**src/rtl/calc_seq_ctrl_if.sv**
```systemverilog
// ---------------------------------------------------------------------------
// calc_seq_ctrl_if
// Handshake/control bundle between the calculator sequencer and its datapath.
//
// Signals:
//   go          start request (rising-edge qualified by the sequencer)
//   f[2:0]      opcode
//   done_calc   add/sub unit result valid
//   done_div    divider result valid
//   err_div     divider error (divide by zero)
//   en_f/x/y    opcode/operand register load enables
//   go_calc     add/sub unit start pulse
//   go_div      divider start pulse
//   op_calc     add/sub unit operation: 00 add, 01 sub, 10 inc, 11 dec
//   sel_square  multiplier B operand select: 0 Y, 1 X
//   sel_h/sel_l output mux selects
//   en_out_h/l  output register loads
//   done        completion pulse
//   busy        operation in flight
//   error       sticky fault flag
//   cs[3:0]     current sequencer state
//
// Modports:
//   slave  - the sequencer (consumes go/f/unit status, drives controls)
//   master - the environment driving the sequencer
// ---------------------------------------------------------------------------
interface calc_seq_ctrl_if;
    logic       go;
    logic [2:0] f;
    logic       done_calc;
    logic       done_div;
    logic       err_div;
    logic       en_f;
    logic       en_x;
    logic       en_y;
    logic       go_calc;
    logic       go_div;
    logic [1:0] op_calc;
    logic       sel_square;
    logic       sel_h;
    logic [1:0] sel_l;
    logic       en_out_h;
    logic       en_out_l;
    logic       done;
    logic       busy;
    logic       error;
    logic [3:0] cs;

    modport slave (
        input  go, f, done_calc, done_div, err_div,
        output en_f, en_x, en_y, go_calc, go_div, op_calc, sel_square,
               sel_h, sel_l, en_out_h, en_out_l, done, busy, error, cs
    );

    modport master (
        output go, f, done_calc, done_div, err_div,
        input  en_f, en_x, en_y, go_calc, go_div, op_calc, sel_square,
               sel_h, sel_l, en_out_h, en_out_l, done, busy, error, cs
    );
endinterface

```
**src/rtl/calc_seq_ctrl.sv**
```systemverilog
// ---------------------------------------------------------------------------
// calc_seq_ctrl
// Control sequencer for a small calculator datapath. A rising edge on go
// loads the opcode/operands, then the opcode selects the add/sub unit, the
// fixed-latency multiplier or the divider; the result is steered into the
// output registers and done pulses. Illegal opcodes and divider errors end
// in ERROR, which sets a sticky error flag cleared by the next LOAD.
//
// Parameters:
//   MUL_LAT      multiplier wait cycles between issue and result load (1..15)
//   TIMEOUT_CYC  max wait cycles on done_calc/done_div (1..65535)
//
// Ports:
//   i_clk    clock, rising edge
//   i_rst_n  asynchronous active-low reset
//   io_bus   calc_seq_ctrl_if.slave (go/f/unit status in, controls out)
//
// Configuration:
//   CALC_SEQ_TIMEOUT_EN  when defined, CALC_WAIT/DIV_WAIT give up after
//                        TIMEOUT_CYC cycles and go to ERROR; when undefined
//                        no timeout counter exists and the waits are unbounded.
//
// All outputs except error and cs are combinational from the state register,
// the captured opcode and the unit status inputs.
// ---------------------------------------------------------------------------
module calc_seq_ctrl #(
    parameter int unsigned MUL_LAT     = 2,
    parameter int unsigned TIMEOUT_CYC = 255
) (
    input  logic             i_clk,
    input  logic             i_rst_n,
    calc_seq_ctrl_if.slave   io_bus
);

    typedef enum logic [3:0] {
        StIdle     = 4'd0,
        StLoad     = 4'd1,
        StDecode   = 4'd2,
        StCalcGo   = 4'd3,
        StCalcWait = 4'd4,
        StMulSet   = 4'd5,
        StMulWait  = 4'd6,
        StMulLoad  = 4'd7,
        StDivGo    = 4'd8,
        StDivWait  = 4'd9,
        StDone     = 4'd10,
        StError    = 4'd11
    } state_e;

    localparam logic [3:0] MulCntLoad = 4'(MUL_LAT - 1);

    // Out-of-range parameters have no legal behaviour; this branch exists only
    // so the range is stated next to the logic that depends on it.
    if (MUL_LAT < 1 || MUL_LAT > 15 || TIMEOUT_CYC < 1 || TIMEOUT_CYC > 65535)
    begin : g_bad_param
    end

    // ------------------------------------------------------------------
    // State and next-state signals
    // ------------------------------------------------------------------
    state_e     r_cs;
    state_e     w_ns;
    logic       r_go;
    logic [2:0] r_f;
    logic [3:0] r_mul_cnt;
    logic [3:0] w_mul_cnt_d;
    logic       r_error;
    logic       w_error_d;
    logic       w_go_rise;
    logic       w_timeout;
    logic       w_is_square;
    logic [1:0] w_op_dec;

    // Output drivers
    logic       w_en_f;
    logic       w_en_x;
    logic       w_en_y;
    logic       w_go_calc;
    logic       w_go_div;
    logic [1:0] w_op_calc;
    logic       w_sel_square;
    logic       w_sel_h;
    logic [1:0] w_sel_l;
    logic       w_en_out_h;
    logic       w_en_out_l;
    logic       w_done;
    logic       w_busy;

    assign w_go_rise   = io_bus.go & ~r_go;
    assign w_is_square = (r_f == 3'b110);

    // add/sub unit operation from the captured opcode; non-calc opcodes map
    // to 00 so the field is quiet outside the calc path anyway.
    always_comb begin
        w_op_dec = 2'b00;
        unique case (r_f)
            3'b001:  w_op_dec = 2'b01;
            3'b100:  w_op_dec = 2'b10;
            3'b101:  w_op_dec = 2'b11;
            default: w_op_dec = 2'b00;
        endcase
    end

    // ------------------------------------------------------------------
    // Optional wait timeout
    // ------------------------------------------------------------------
`ifdef CALC_SEQ_TIMEOUT_EN
    localparam logic [15:0] TimeoutLast = 16'(TIMEOUT_CYC - 1);

    logic [15:0] r_wait_cnt;
    logic [15:0] w_wait_cnt_d;

    // Counts cycles spent in a wait state; held at zero elsewhere, so it is
    // already clear on entry to CALC_WAIT/DIV_WAIT.
    always_comb begin
        w_wait_cnt_d = 16'd0;
        if (r_cs == StCalcWait || r_cs == StDivWait) begin
            w_wait_cnt_d = r_wait_cnt + 16'd1;
        end
    end

    always_ff @(posedge i_clk or negedge i_rst_n) begin
        if (!i_rst_n) begin
            r_wait_cnt <= 16'd0;
        end else begin
            r_wait_cnt <= w_wait_cnt_d;
        end
    end

    // Asserted during the last permitted waiting cycle.
    assign w_timeout = (r_wait_cnt == TimeoutLast);
`else
    assign w_timeout = 1'b0;
`endif

    // ------------------------------------------------------------------
    // Registers
    // ------------------------------------------------------------------
    always_ff @(posedge i_clk or negedge i_rst_n) begin
        if (!i_rst_n) begin
            r_cs      <= StIdle;
            r_go      <= 1'b0;
            r_f       <= 3'b000;
            r_mul_cnt <= 4'd0;
            r_error   <= 1'b0;
        end else begin
            r_cs      <= w_ns;
            r_go      <= io_bus.go;
            r_mul_cnt <= w_mul_cnt_d;
            r_error   <= w_error_d;
            if (r_cs == StLoad) begin
                r_f <= io_bus.f;
            end
        end
    end

    // error is cleared as LOAD is entered and set as ERROR is entered, so it
    // reads 0 during LOAD and 1 during ERROR.
    always_comb begin
        w_error_d = r_error;
        if (w_ns == StLoad) begin
            w_error_d = 1'b0;
        end else if (w_ns == StError) begin
            w_error_d = 1'b1;
        end
    end

    // ------------------------------------------------------------------
    // Next state and outputs
    // ------------------------------------------------------------------
    always_comb begin
        w_ns         = r_cs;
        w_mul_cnt_d  = r_mul_cnt;
        w_en_f       = 1'b0;
        w_en_x       = 1'b0;
        w_en_y       = 1'b0;
        w_go_calc    = 1'b0;
        w_go_div     = 1'b0;
        w_op_calc    = 2'b00;
        w_sel_square = 1'b0;
        w_sel_h      = 1'b0;
        w_sel_l      = 2'b00;
        w_en_out_h   = 1'b0;
        w_en_out_l   = 1'b0;
        w_done       = 1'b0;

        case (r_cs)
            StIdle: begin
                if (w_go_rise) begin
                    w_ns = StLoad;
                end
            end

            StLoad: begin
                w_en_f = 1'b1;
                w_en_x = 1'b1;
                w_en_y = 1'b1;
                w_ns   = StDecode;
            end

            StDecode: begin
                w_op_calc = w_op_dec;
                unique case (r_f)
                    3'b000, 3'b001, 3'b100, 3'b101: w_ns = StCalcGo;
                    3'b010, 3'b110:                 w_ns = StMulSet;
                    3'b011:                         w_ns = StDivGo;
                    default:                        w_ns = StError;
                endcase
            end

            StCalcGo: begin
                w_op_calc = w_op_dec;
                w_go_calc = 1'b1;
                w_ns      = StCalcWait;
            end

            StCalcWait: begin
                w_op_calc = w_op_dec;
                if (io_bus.done_calc) begin
                    w_sel_l    = 2'b01;
                    w_en_out_l = 1'b1;
                    w_ns       = StDone;
                end else if (w_timeout) begin
                    w_ns = StError;
                end
            end

            StMulSet: begin
                w_sel_square = w_is_square;
                w_mul_cnt_d  = MulCntLoad;
                w_ns         = StMulWait;
            end

            // Counter was preloaded with MUL_LAT-1, so leaving on zero gives
            // exactly MUL_LAT cycles here.
            StMulWait: begin
                w_sel_square = w_is_square;
                if (r_mul_cnt == 4'd0) begin
                    w_ns = StMulLoad;
                end else begin
                    w_mul_cnt_d = r_mul_cnt - 4'd1;
                end
            end

            StMulLoad: begin
                w_sel_square = w_is_square;
                w_sel_h      = 1'b0;
                w_sel_l      = 2'b10;
                w_en_out_h   = 1'b1;
                w_en_out_l   = 1'b1;
                w_ns         = StDone;
            end

            StDivGo: begin
                w_go_div = 1'b1;
                w_ns     = StDivWait;
            end

            // err_div wins over done_div: a faulted quotient is never loaded.
            StDivWait: begin
                if (io_bus.err_div) begin
                    w_ns = StError;
                end else if (io_bus.done_div) begin
                    w_sel_h    = 1'b1;
                    w_sel_l    = 2'b11;
                    w_en_out_h = 1'b1;
                    w_en_out_l = 1'b1;
                    w_ns       = StDone;
                end else if (w_timeout) begin
                    w_ns = StError;
                end
            end

            StDone: begin
                w_done = 1'b1;
                w_ns   = StIdle;
            end

            StError: begin
                w_ns = StIdle;
            end

            default: begin
                w_ns = StIdle;
            end
        endcase
    end

    assign w_busy = (r_cs != StIdle);

    // ------------------------------------------------------------------
    // Interface outputs
    // ------------------------------------------------------------------
    assign io_bus.en_f       = w_en_f;
    assign io_bus.en_x       = w_en_x;
    assign io_bus.en_y       = w_en_y;
    assign io_bus.go_calc    = w_go_calc;
    assign io_bus.go_div     = w_go_div;
    assign io_bus.op_calc    = w_op_calc;
    assign io_bus.sel_square = w_sel_square;
    assign io_bus.sel_h      = w_sel_h;
    assign io_bus.sel_l      = w_sel_l;
    assign io_bus.en_out_h   = w_en_out_h;
    assign io_bus.en_out_l   = w_en_out_l;
    assign io_bus.done       = w_done;
    assign io_bus.busy       = w_busy;
    assign io_bus.error      = r_error;
    assign io_bus.cs         = r_cs;

endmodule

```
**src/flat_wrapper.sv**
```systemverilog
// flat-port wrapper written by rule: the top's interface ports become plain ports
module calc_seq_ctrl_flat 
#(
    parameter int unsigned MUL_LAT     = 2,
    parameter int unsigned TIMEOUT_CYC = 255
)
  (i_clk, i_rst_n, io_bus_go, io_bus_f, io_bus_done_calc, io_bus_done_div, io_bus_err_div, io_bus_en_f, io_bus_en_x, io_bus_en_y, io_bus_go_calc, io_bus_go_div, io_bus_op_calc, io_bus_sel_square, io_bus_sel_h, io_bus_sel_l, io_bus_en_out_h, io_bus_en_out_l, io_bus_done, io_bus_busy, io_bus_error, io_bus_cs);
  calc_seq_ctrl_if io_bus_i ();
  input  logic i_clk;
  input  logic i_rst_n;
  input wire logic [$bits(io_bus_i.go)-1:0] io_bus_go;
  input wire logic [$bits(io_bus_i.f)-1:0] io_bus_f;
  input wire logic [$bits(io_bus_i.done_calc)-1:0] io_bus_done_calc;
  input wire logic [$bits(io_bus_i.done_div)-1:0] io_bus_done_div;
  input wire logic [$bits(io_bus_i.err_div)-1:0] io_bus_err_div;
  output wire logic [$bits(io_bus_i.en_f)-1:0] io_bus_en_f;
  output wire logic [$bits(io_bus_i.en_x)-1:0] io_bus_en_x;
  output wire logic [$bits(io_bus_i.en_y)-1:0] io_bus_en_y;
  output wire logic [$bits(io_bus_i.go_calc)-1:0] io_bus_go_calc;
  output wire logic [$bits(io_bus_i.go_div)-1:0] io_bus_go_div;
  output wire logic [$bits(io_bus_i.op_calc)-1:0] io_bus_op_calc;
  output wire logic [$bits(io_bus_i.sel_square)-1:0] io_bus_sel_square;
  output wire logic [$bits(io_bus_i.sel_h)-1:0] io_bus_sel_h;
  output wire logic [$bits(io_bus_i.sel_l)-1:0] io_bus_sel_l;
  output wire logic [$bits(io_bus_i.en_out_h)-1:0] io_bus_en_out_h;
  output wire logic [$bits(io_bus_i.en_out_l)-1:0] io_bus_en_out_l;
  output wire logic [$bits(io_bus_i.done)-1:0] io_bus_done;
  output wire logic [$bits(io_bus_i.busy)-1:0] io_bus_busy;
  output wire logic [$bits(io_bus_i.error)-1:0] io_bus_error;
  output wire logic [$bits(io_bus_i.cs)-1:0] io_bus_cs;
  assign io_bus_i.go = io_bus_go;
  assign io_bus_i.f = io_bus_f;
  assign io_bus_i.done_calc = io_bus_done_calc;
  assign io_bus_i.done_div = io_bus_done_div;
  assign io_bus_i.err_div = io_bus_err_div;
  assign io_bus_en_f = io_bus_i.en_f;
  assign io_bus_en_x = io_bus_i.en_x;
  assign io_bus_en_y = io_bus_i.en_y;
  assign io_bus_go_calc = io_bus_i.go_calc;
  assign io_bus_go_div = io_bus_i.go_div;
  assign io_bus_op_calc = io_bus_i.op_calc;
  assign io_bus_sel_square = io_bus_i.sel_square;
  assign io_bus_sel_h = io_bus_i.sel_h;
  assign io_bus_sel_l = io_bus_i.sel_l;
  assign io_bus_en_out_h = io_bus_i.en_out_h;
  assign io_bus_en_out_l = io_bus_i.en_out_l;
  assign io_bus_done = io_bus_i.done;
  assign io_bus_busy = io_bus_i.busy;
  assign io_bus_error = io_bus_i.error;
  assign io_bus_cs = io_bus_i.cs;
  calc_seq_ctrl #(.MUL_LAT(MUL_LAT), .TIMEOUT_CYC(TIMEOUT_CYC)) u_core (.i_clk(i_clk), .i_rst_n(i_rst_n), .io_bus(io_bus_i));
endmodule
```
**config.mk**
```make
export PLATFORM = sky130hd
export DESIGN_NAME = calc_seq_ctrl_flat
export DESIGN_NICKNAME = d
export VERILOG_FILES = /design/src/rtl/calc_seq_ctrl_if.sv /design/src/rtl/calc_seq_ctrl.sv /design/src/flat_wrapper.sv
export SDC_FILE = /design/constraint.sdc
export NUM_CORES = 1
export LEC_CHECK = 0
export BUFFER_PORTS_ARGS = -buffer_cell sky130_fd_sc_hd__buf_2
export CORE_AREA = 2 2 46 48
export DETAILED_ROUTE_END_ITERATION = 8
export DIE_AREA = 0 0 48 50
export PLACE_DENSITY = 0.76
export REMOVE_ABC_BUFFERS = 1
export SETUP_SLACK_MARGIN = 0.2
export SLEW_MARGIN = 20
export SYNTH_ARGS = -nofsm -noshare
export SYNTH_HDL_FRONTEND = slang
export SYNTH_SLANG_ARGS = --single-unit
```
**constraint.sdc**
```tcl
create_clock -name i_clk -period 1.74 [get_ports i_clk]
set_input_delay 0.087 -clock i_clk [delete_from_list [all_inputs] [get_ports i_clk]]
set_output_delay 0.087 -clock i_clk [all_outputs]
set_load 0.01 [all_outputs]
```
Word level (Yosys, flattened, before mapping)
Index checks and enable logic that the tools add are counted.
{"block": "word_totals", "register_bits": 13, "inputBits": 9, "out_inout_bits": 20, "elab_cells": 66}
{"block": "classes", "bitwise_logic": 2, "addsub": 1, "eq_ne": 19, "n_reduce_logical": 11, "mux": 28}
{"operator": "$pmux W4 S10", "count": 1}
{"operator": "$mux W4", "count": 6}
{"operator": "$eq A4 B3 Y1 const B", "count": 4}
{"operator": "$eq A4 B4 Y1 const B", "count": 4}
{"operator": "$mux W1", "count": 12}
{"operator": "$pmux W2 S3", "count": 2}
{"operator": "$pmux W4 S3", "count": 1}
{"operator": "$eq A3 B3 Y1 const B", "count": 3}
{"operator": "$eq A4 B1 Y1 const B", "count": 2}
{"operator": "$eq A4 B2 Y1 const B", "count": 2}
{"operator": "$logic_not A4 Y1", "count": 2}
{"operator": "$pmux W4 S2", "count": 1}
{"operator": "$eq A3 B2 Y1 const B", "count": 2}
{"operator": "$mux W2", "count": 3}
{"operator": "$reduce_or A3 Y1", "count": 2}
{"operator": "$reduce_bool A2 Y1", "count": 2}
{"operator": "$reduce_bool A4 Y1", "count": 1}
{"operator": "$reduce_or A4 Y1", "count": 1}
{"operator": "$sub A4 B1 Y4 const B", "count": 1}
{"operator": "$eq A3 B1 Y1 const B", "count": 1}
{"operator": "$logic_not A3 Y1", "count": 1}
{"operator": "$pmux W1 S3", "count": 1}
{"operator": "$ne A2 B2 Y1 const B", "count": 1}
{"operator": "$pmux W1 S2", "count": 1}
{"operator": "4 further kinds", "count": 4}

Logic depth before layout (Yosys ltp)
Gate-level depths: netlist of the first run.
{"block": "logic_depth", "ltp_word": 7, "ltp_mapped": 6}

Worst setup path after synthesis of the first run
Ideal clock, no wire load.
{"block": "synth_path", "kind": "register to output", "startpoint": "reg u_core.r_cs[1] (netlist: u_core.io_bus.cs[1])", "endpoint": "out io_bus_en_out_l", "stages_incl_launch_ff": 6, "slack_ns": 0.292, "path_buffers": 1, "t_arrival_ns": 1.361, "required_ns": 1.653, "cell_sequence": "dfrtp_1 -> buf_4 -> nor3b_1 -> a22oi_1 -> nor2b_1 -> a31o_1"}
{"block": "synth_via", "elab_chain_len": 2, "elab_cells_between_ends": 4}
{"element": "start, declared", "line_no": "calc_seq_ctrl.sv:61", "text": "state_e r_cs;"}
{"element": "start signal, assigned", "line_no": "calc_seq_ctrl.sv:141", "text": "r_cs <= StIdle;"}
{"element": "start signal, assigned", "line_no": "calc_seq_ctrl.sv:147", "text": "r_cs <= w_ns;"}
{"element": "$eq A4 B4 Y1 or $eq A4 B3 Y1 (tied branches)", "line_no": "calc_seq_ctrl.sv:187", "text": "case (r_cs)"}
{"element": "$pmux W1 S3 *", "line_no": "calc_seq_ctrl.sv:187"}
{"element": "end, declared", "line_no": "flat_wrapper.sv:26", "text": "output wire logic [$bits(io_bus_i.en_out_l)-1:0] io_bus_en_out_l;"}
Mark *: on every way between the ends. The rest lies on a longest branch, timed or not.

Worst setup path in the final report of the first run
{"block": "layout_path", "startpoint": "reg u_core.r_cs[1] (netlist: u_core.io_bus.cs[1])", "endpoint": "reg u_core.r_error (netlist: u_core.io_bus.error)"}
{"block": "layout_via", "elab_cells_between_ends": 20}
{"element": "$eq A4 B4 Y1 (tied with other cells)", "line_no": "calc_seq_ctrl.sv:187"}
{"element": "$pmux W4 S10 *", "line_no": "calc_seq_ctrl.sv:187"}
{"element": "net u_core.w_ns[3]", "line_no": "calc_seq_ctrl.sv:62", "text": "state_e w_ns;"}
{"element": "$eq A4 B1 Y1 or $eq A4 B4 Y1 (tied branches)", "line_no": "calc_seq_ctrl.sv:161, calc_seq_ctrl.sv:163"}
{"element": "$mux W1 or $reduce_bool A2 Y1 (tied branches)"}
{"element": "end signal, assigned", "line_no": "calc_seq_ctrl.sv:150", "text": "r_error <= w_error_d;"}
{"element": "end, declared", "line_no": "calc_seq_ctrl.sv:67", "text": "logic r_error;"}
Mark *: on every way through the listed nets, which the timed path passes. The rest lies on a longest branch.
A chain may end at the register's enable or synchronous reset.

==> run_results.csv, run 1 <==
group,metric,value,unit
run_status,outcome,"finished clean",
pwr,power,2360,µW
worst_setup_path,worst-setup-path-type,"reg2reg",
floorplan,dieHeight,50,µm
synth,ys_async_sr_fraction,100,%
pwr,p_per_area,1760,nW/µm²
detailed_routing,wire_per_inst,16.6,µm
placement,post-dp-hpwl,1470,µm
floorplan,core,1900,µm²
placement,placed_cells,146,
cells_and_area,final_nets,159,
grt,grt_max_degree,14,
timing,max_freq,593,MHz
cells_and_area,drive_gt1_share,57.1,%
timing,slew_headroom,77.3,%
worst_setup_path,critical_path.max_fanout,6,
cells_and_area,final_cell_area,1340,µm²
cts,clk_pin_slew,80,ps
grt,grt_pass1_vias,924,
worst_setup_path,cp_top_family,"compound AO/OA/AOI/OAI gates",
cells_and_area,diodes,0,
floorplan,ios,29,
hold_path,hold_path.class,"in2reg",
floorplan,start_util,46.6,%
timing,fin_ws,54.9,ps
timing,final_max_slew_viol_count,0,
pwr,leakage,0.000654,µW
cts,clock_latency,280,ps
worst_setup_path,start_kind,"flop",
run,maxCapViolCount,0,
detailed_routing,vias,960,
synth,synth-seq-cells,13,
timing,tightest_slew,337,ps
detailed_routing,vias_per_cell,5.52,
cts,cts_tree,"built",
synth,synth.distinct_cells,40,
cts,htreeDepth,1,
grt,antenna_found_initial,0,
synth,syn_inst,95,
synth,syn_area_per_cell,9.34,µm²
synth,ys_seq_area_share,36.7,%
timing,fin_crit_sh,96.8,%
cts,numCtsBuffers,3,
worst_setup_path,critPathMaxStageDelay,470,ps
floorplan,die_width,48,µm
grt,grt_remaining_overflow,0,
placement,place_area,1030,µm²
detailed_routing,drt-initial-drc-count,31,
synth,synth_ff_type,"dfrtp_1",
worst_setup_path,worst_ep_arrival_time,1910,ps
grt,track_usage,24.0,%
placement,place_ws,178,ps
cts,clk_path_buf_depth,2,
worst_setup_path,r2r-start,"u_core.io_bus.cs[1]",
hold_path,min_from,"io_bus_f[2]",
cts,cts.sinks,13,
placement,io_buffers,28,
timing,rsz0062_at_grt,"true",
grt,grt_pass1_wl,4050,µm
cells_and_area,final_common_cell,"buf_2",
cts,cts-root-buf,"clkbuf_4",
timing,finalWorstPathRequiredPeriod,1690,ps
synth,synthesis.area,887,µm²
detailed_routing,dr.pass1.iters,4,
detailed_routing,drc,0,
worst_setup_path,crit_top_cell,"buf_6",
worst_setup_path,cp_cell_sequence,"buf_6, buf_6, nand2b_4, buf_4, o22a_1, o31ai_2, a32o_2",
detailed_routing,antenna_left,0,
worst_setup_path,cp_data_required_time,1960,ps
timing,setup_violations,0,
timing,final_hold_viol_count,0,
cells_and_area,fill_cells,136,
worst_setup_path,end_kind,"flop",
synth,synth_edf_count,0,
floorplan,die_area,2400,µm²
detailed_routing,wirelength,2880,µm
synth,yosysWarningCount,0,
cells_and_area,mostFrequentLayoutCells,"buf_2 (25), buf_4 (19), buf_6 (9), dfrtp_1 (9)",
pwr,peakVddDrop,0.00103,V
worst_setup_path,critPathSlowestCell,"dfrtp_2",
worst_setup_path,crit_buf_inv,3,
floorplan,fp-row-count,16,
placement,gp_congestion,0.856,
cells_and_area,final-instance-count-excl-fill,174,
timing,skew,2.73,ps
cells_and_area,areaGrowthSynthToFinish,51.3,%
worst_setup_path,setup.worst_path.start,"u_core.io_bus.cs[1]",
==> per-layer routing <==
metal | up-vias | wire [µm] | part of all wire, % | GRT usage (%)
li1 | 434 | - | - | -
met1 | 474 | 1140 | 40 | 27.6
met2 | 44 | 1530 | 53 | 40.9
met3 | 8 | 139 | 4.8 | 3.66
met4 | 0 | 72 | 2.5 | 11.7
met5 | - | 0 | 0 | 0
==> final timing paths <==
kind                                        to  cells past startpoint  slack, ps
setup / recovery           u_core.io_bus.error                      7         50
hold / removal                   u_core.r_f[2]                      3         20
setup reg to reg           u_core.io_bus.error                      7         50
hold reg to reg            u_core.io_bus.error                      1        520
max in group asynchronous  u_core.io_bus.cs[0]                      2       1280
min in group asynchronous  u_core.r_mul_cnt[2]                      2        210
==> where the power goes <==
group	switching [µW]	leakage, µW	internal, µW	total [µW]
clock	106	0.0000177	85.3	191
combinational	774	0.000478	808	1580
sequential	163	0.000158	426	589
total	1040	0.000654	1320	2360
==> synthesized netlist by cell type (2+ instances only) <==
master	count	area, µm²
dfrtp_1	13	325
nand2_1	9	33.8
nor2_1	9	33.8
nor2b_1	5	31.3
buf_4	4	30.0
inv_1	4	15.0
nor3_1	4	20.0
nand4_1	3	18.8
o21ai_0	3	15.0
a211o_1	2	17.5
a21oi_1	2	10.0
buf_6	2	22.5
ha_1	2	25.0
nand3_1	2	10.0
nand3b_1	2	15.0
nor2b_4	2	27.5
nor3b_1	2	15.0
o21ai_1	2	10.0
xor2_1	2	17.5
==> flip-flops by register name, summed over array words and instances, names as in the netlist <==
name                 cells
u_core.io_bus.cs         4
u_core.r_mul_cnt         4
u_core.r_f               3
u_core.io_bus.error      1
u_core.r_go              1
==> logic make-up (layout without fill, tap and decap cells) <==
group                    after synthesis  count (layout)  synth area share [%]
AO/OA/AOI/OAI                         19              19                  15.9
XOR/XNOR                               2               2                  1.97
adder cells (fa/ha/maj)                2               2                  2.82
buffers and inverters                 11              63                  8.18
flip-flops                            13              13                  36.7
multiplexers                           1               1                  1.27
AND/OR/NAND/NOR                       47              47                  33.1
==> through the flow <==
| stage | util [%] | hold slack [ps] | TNS [ps] |
|---|---|---|---|
| 2_1_floorplan | - | -209 | -21.7 |
| 3_3_place_gp | 53.9 | -8.20 | 0 |
| 3_5_place_dp | 53.9 | -13.1 | 0 |
| 4_1_cts | 66.2 | 13.8 | 0 |
| 5_1_grt | 70.6 | 21.9 | 0 |
| 6_report | 70.6 | 19.0 | 0 |
==> cell type report <==
type | instances | area (µm²) | share of cell area (%)
timing repair buffer | 55 | 389 | 29.0
sequential | 13 | 330 | 24.6
tap | 27 | 33.8 | 2.52
clock inverter | 1 | 5.00 | 0.373
clock buffer | 3 | 22.5 | 1.68
multi-input combinational | 71 | 547 | 40.7
inverter | 4 | 15.0 | 1.12
==> worst reg2reg max path, stage by stage (launching register included) <==
cell and delay, ps:
dfrtp_2 470, buf_6 130, buf_6 100, nand2b_4 50, buf_4 140, o22a_1 220
o31ai_2 290, a32o_2 220
==> timing repair <==
item	in CTS	in global routing
gates cloned	0	0
setup endpoints to repair	12	20
resized for setup	15	14
hold buffers	2	0
buffers inserted	17	5
pin swaps	4	14
hold endpoints to repair	14	0
Note: power is estimated with default switching activity, not from simulation.
==> run 2: changes to the inputs <==
--- a/config.mk
+++ b/config.mk
@@ -9,6 +9,8 @@
 export CORE_AREA = 2 2 46 48
 export DETAILED_ROUTE_END_ITERATION = 8
 export DIE_AREA = 0 0 48 50
+export GPL_TIMING_DRIVEN = 0
+export MAX_ROUTING_LAYER = met4
 export PLACE_DENSITY = 0.76
 export REMOVE_ABC_BUFFERS = 1
 export SETUP_SLACK_MARGIN = 0.2
==> run_results.csv, run 2 (synthesis results as in run 1) <==
group,metric,value,unit
hold_path,whs_path_depth,3,
floorplan,fp-row-count,16,
cells_and_area,areaGrowthSynthToFinish,41.5,%
cts,cts-root-buf,"clkbuf_4",
grt,grt_pass1_wl,3370,µm
placement,gp_congestion,0.798,
worst_setup_path,cp.depth,5,
detailed_routing,vias,889,
cells_and_area,mostFrequentLayoutCells,"buf_2 (27), buf_4 (17), nand2_1 (9), nor2_1 (9), dfrtp_1 (9)",
grt,antenna_found_initial,0,
worst_setup_path,critical_path.max_fanout,7,
worst_setup_path,critPathMaxStageDelay,490,ps
worst_setup_path,start_kind,"flop",
worst_setup_path,end_kind,"flop",
cts,numCtsBuffers,3,
grt,grt_remaining_overflow,0,
detailed_routing,wire_per_inst,13.3,µm
grt,grt_pass1_vias,823,
timing,slew_headroom,80.0,%
pwr,leakage,0.000613,µW
cells_and_area,drive_gt1_share,51.1,%
run,maxCapViolCount,0,
detailed_routing,drt-initial-drc-count,13,
detailed_routing,drc,0,
cts,clk_pin_slew,80,ps
cts,clock_latency,270,ps
placement,place_ws,57.9,ps
timing,max_freq,625,MHz
timing,final_max_slew_viol_count,0,
worst_setup_path,worst_ep_arrival_time,1760,ps
cells_and_area,final_nets,153,
floorplan,ios,29,
floorplan,start_util,46.6,%
worst_setup_path,ff2ff_path_depth,5,
detailed_routing,vias_per_cell,5.29,
floorplan,core,1900,µm²
floorplan,die_width,48,µm
cells_and_area,fill_cells,142,
placement,place_area,1000,µm²
worst_setup_path,crit_buf_inv,2,
placement,post-dp-hpwl,1360,µm
floorplan,dieHeight,50,µm
timing,fin_ws,141,ps
pwr,p_per_area,1630,nW/µm²
timing,fin_crit_sh,91.9,%
timing,finalWorstPathRequiredPeriod,1600,ps
cells_and_area,diodes,0,
cts,htreeDepth,1,
cts,cts.sinks,13,
worst_setup_path,crit_top_cell,"buf_4",
detailed_routing,dr.pass1.iters,4,
timing,fin_hold_ws,21.6,ps
detailed_routing,wirelength,2240,µm
timing,setup_violations,0,
hold_path,hold_path.class,"in2reg",
run_status,outcome,"finished clean",
worst_setup_path,cp_cell_sequence,"buf_4, buf_4, nor2b_4, a311o_1, a32o_2",
placement,io_buffers,28,
pwr,peakVddDrop,0.000887,V
worst_setup_path,cp_data_required_time,1900,ps
worst_setup_path,critPathSlowestCell,"dfrtp_2",
cts,clk_path_buf_depth,2,
cells_and_area,final_common_cell,"buf_2",
cells_and_area,final_cell_area,1250,µm²
timing,tightest_slew,299,ps
worst_setup_path,worst-setup-path-type,"reg2reg",
floorplan,die_area,2400,µm²
grt,grt_max_degree,14,
worst_setup_path,cp_top_family,"compound AO/OA/AOI/OAI gates",
cts,cts_tree,"built",
timing,final_hold_viol_count,0,
detailed_routing,antenna_left,0,
timing,rsz0062_at_grt,"true",
timing,skew,1.49,ps
grt,track_usage,19.5,%
cells_and_area,finalCoreUtilization,66.0,%
==> run 2: through the flow <==
stage               total power [µW]  setup TNS (ps)  instances
floorplan                       1180           -21.7         88
global placement                1430               0        143
detailed placement              1450               0        143
CTS                             1870               0        162
global route                    2200               0        168
finish                          2050               0        168
==> run 2: area by class of cell <==
cell class | instances | area, µm² | share of cell area, %
clock buffer | 4 | 26.3 | 2.09
inverter | 4 | 15.0 | 1.20
multi-input combinational | 71 | 533 | 42.5
sequential | 13 | 330 | 26.3
tap | 27 | 33.8 | 2.69
timing repair buffer | 49 | 317 | 25.2
==> run 2: per-layer routing <==
| layer | vias to the layer above | wire [µm] | GRT usage [%] |
|---|---|---|---|
| li1 | 430 | - | - |
| met1 | 432 | 955 | 22.9 |
| met2 | 25 | 1210 | 33.1 |
| met3 | 2 | 55 | 2.93 |
| met4 | 0 | 19 | 5.86 |
| met5 | - | 0 | - |
==> run 2: worst paths after layout <==
kind | endpoint | from | slack (ps)
setup / recovery | u_core.io_bus.error | u_core.io_bus.cs[1] | 140
hold / removal | u_core.r_f[0] | io_bus_f[0] | 20
setup reg to reg | u_core.io_bus.error | u_core.io_bus.cs[1] | 140
hold reg to reg | u_core.io_bus.error | u_core.io_bus.error | 510
max in group asynchronous | u_core.io_bus.cs[1] | i_rst_n | 1260
min in group asynchronous | u_core.io_bus.cs[2] | i_rst_n | 230
==> run 2: worst reg2reg max path, cell delays in order, from the launching register on <==
cell and delay [ps]:
dfrtp_2 490, buf_4 160, buf_4 130, nor2b_4 140, a311o_1 340, a32o_2 240
==> run 2: power breakdown <==
part / internal, µW / switching (µW) / total (µW) / leakage (µW)
Sequential: 427 / 142 / 569 / 0.000158
Combinational: 648 / 644 / 1290 / 0.000440
Clock: 88.7 / 95.5 / 184 / 0.0000150
Total: 1160 / 882 / 2050 / 0.000613
==> run 2: timing repair <==
action / 4_1_cts / 5_1_grt
gates resized for setup: 9 / 11
pin swaps: 2 / 5
hold endpoints to repair: 14 / 0
hold buffers: 2 / 0
setup endpoints to repair: 14 / 15
setup buffers: 13 / 6
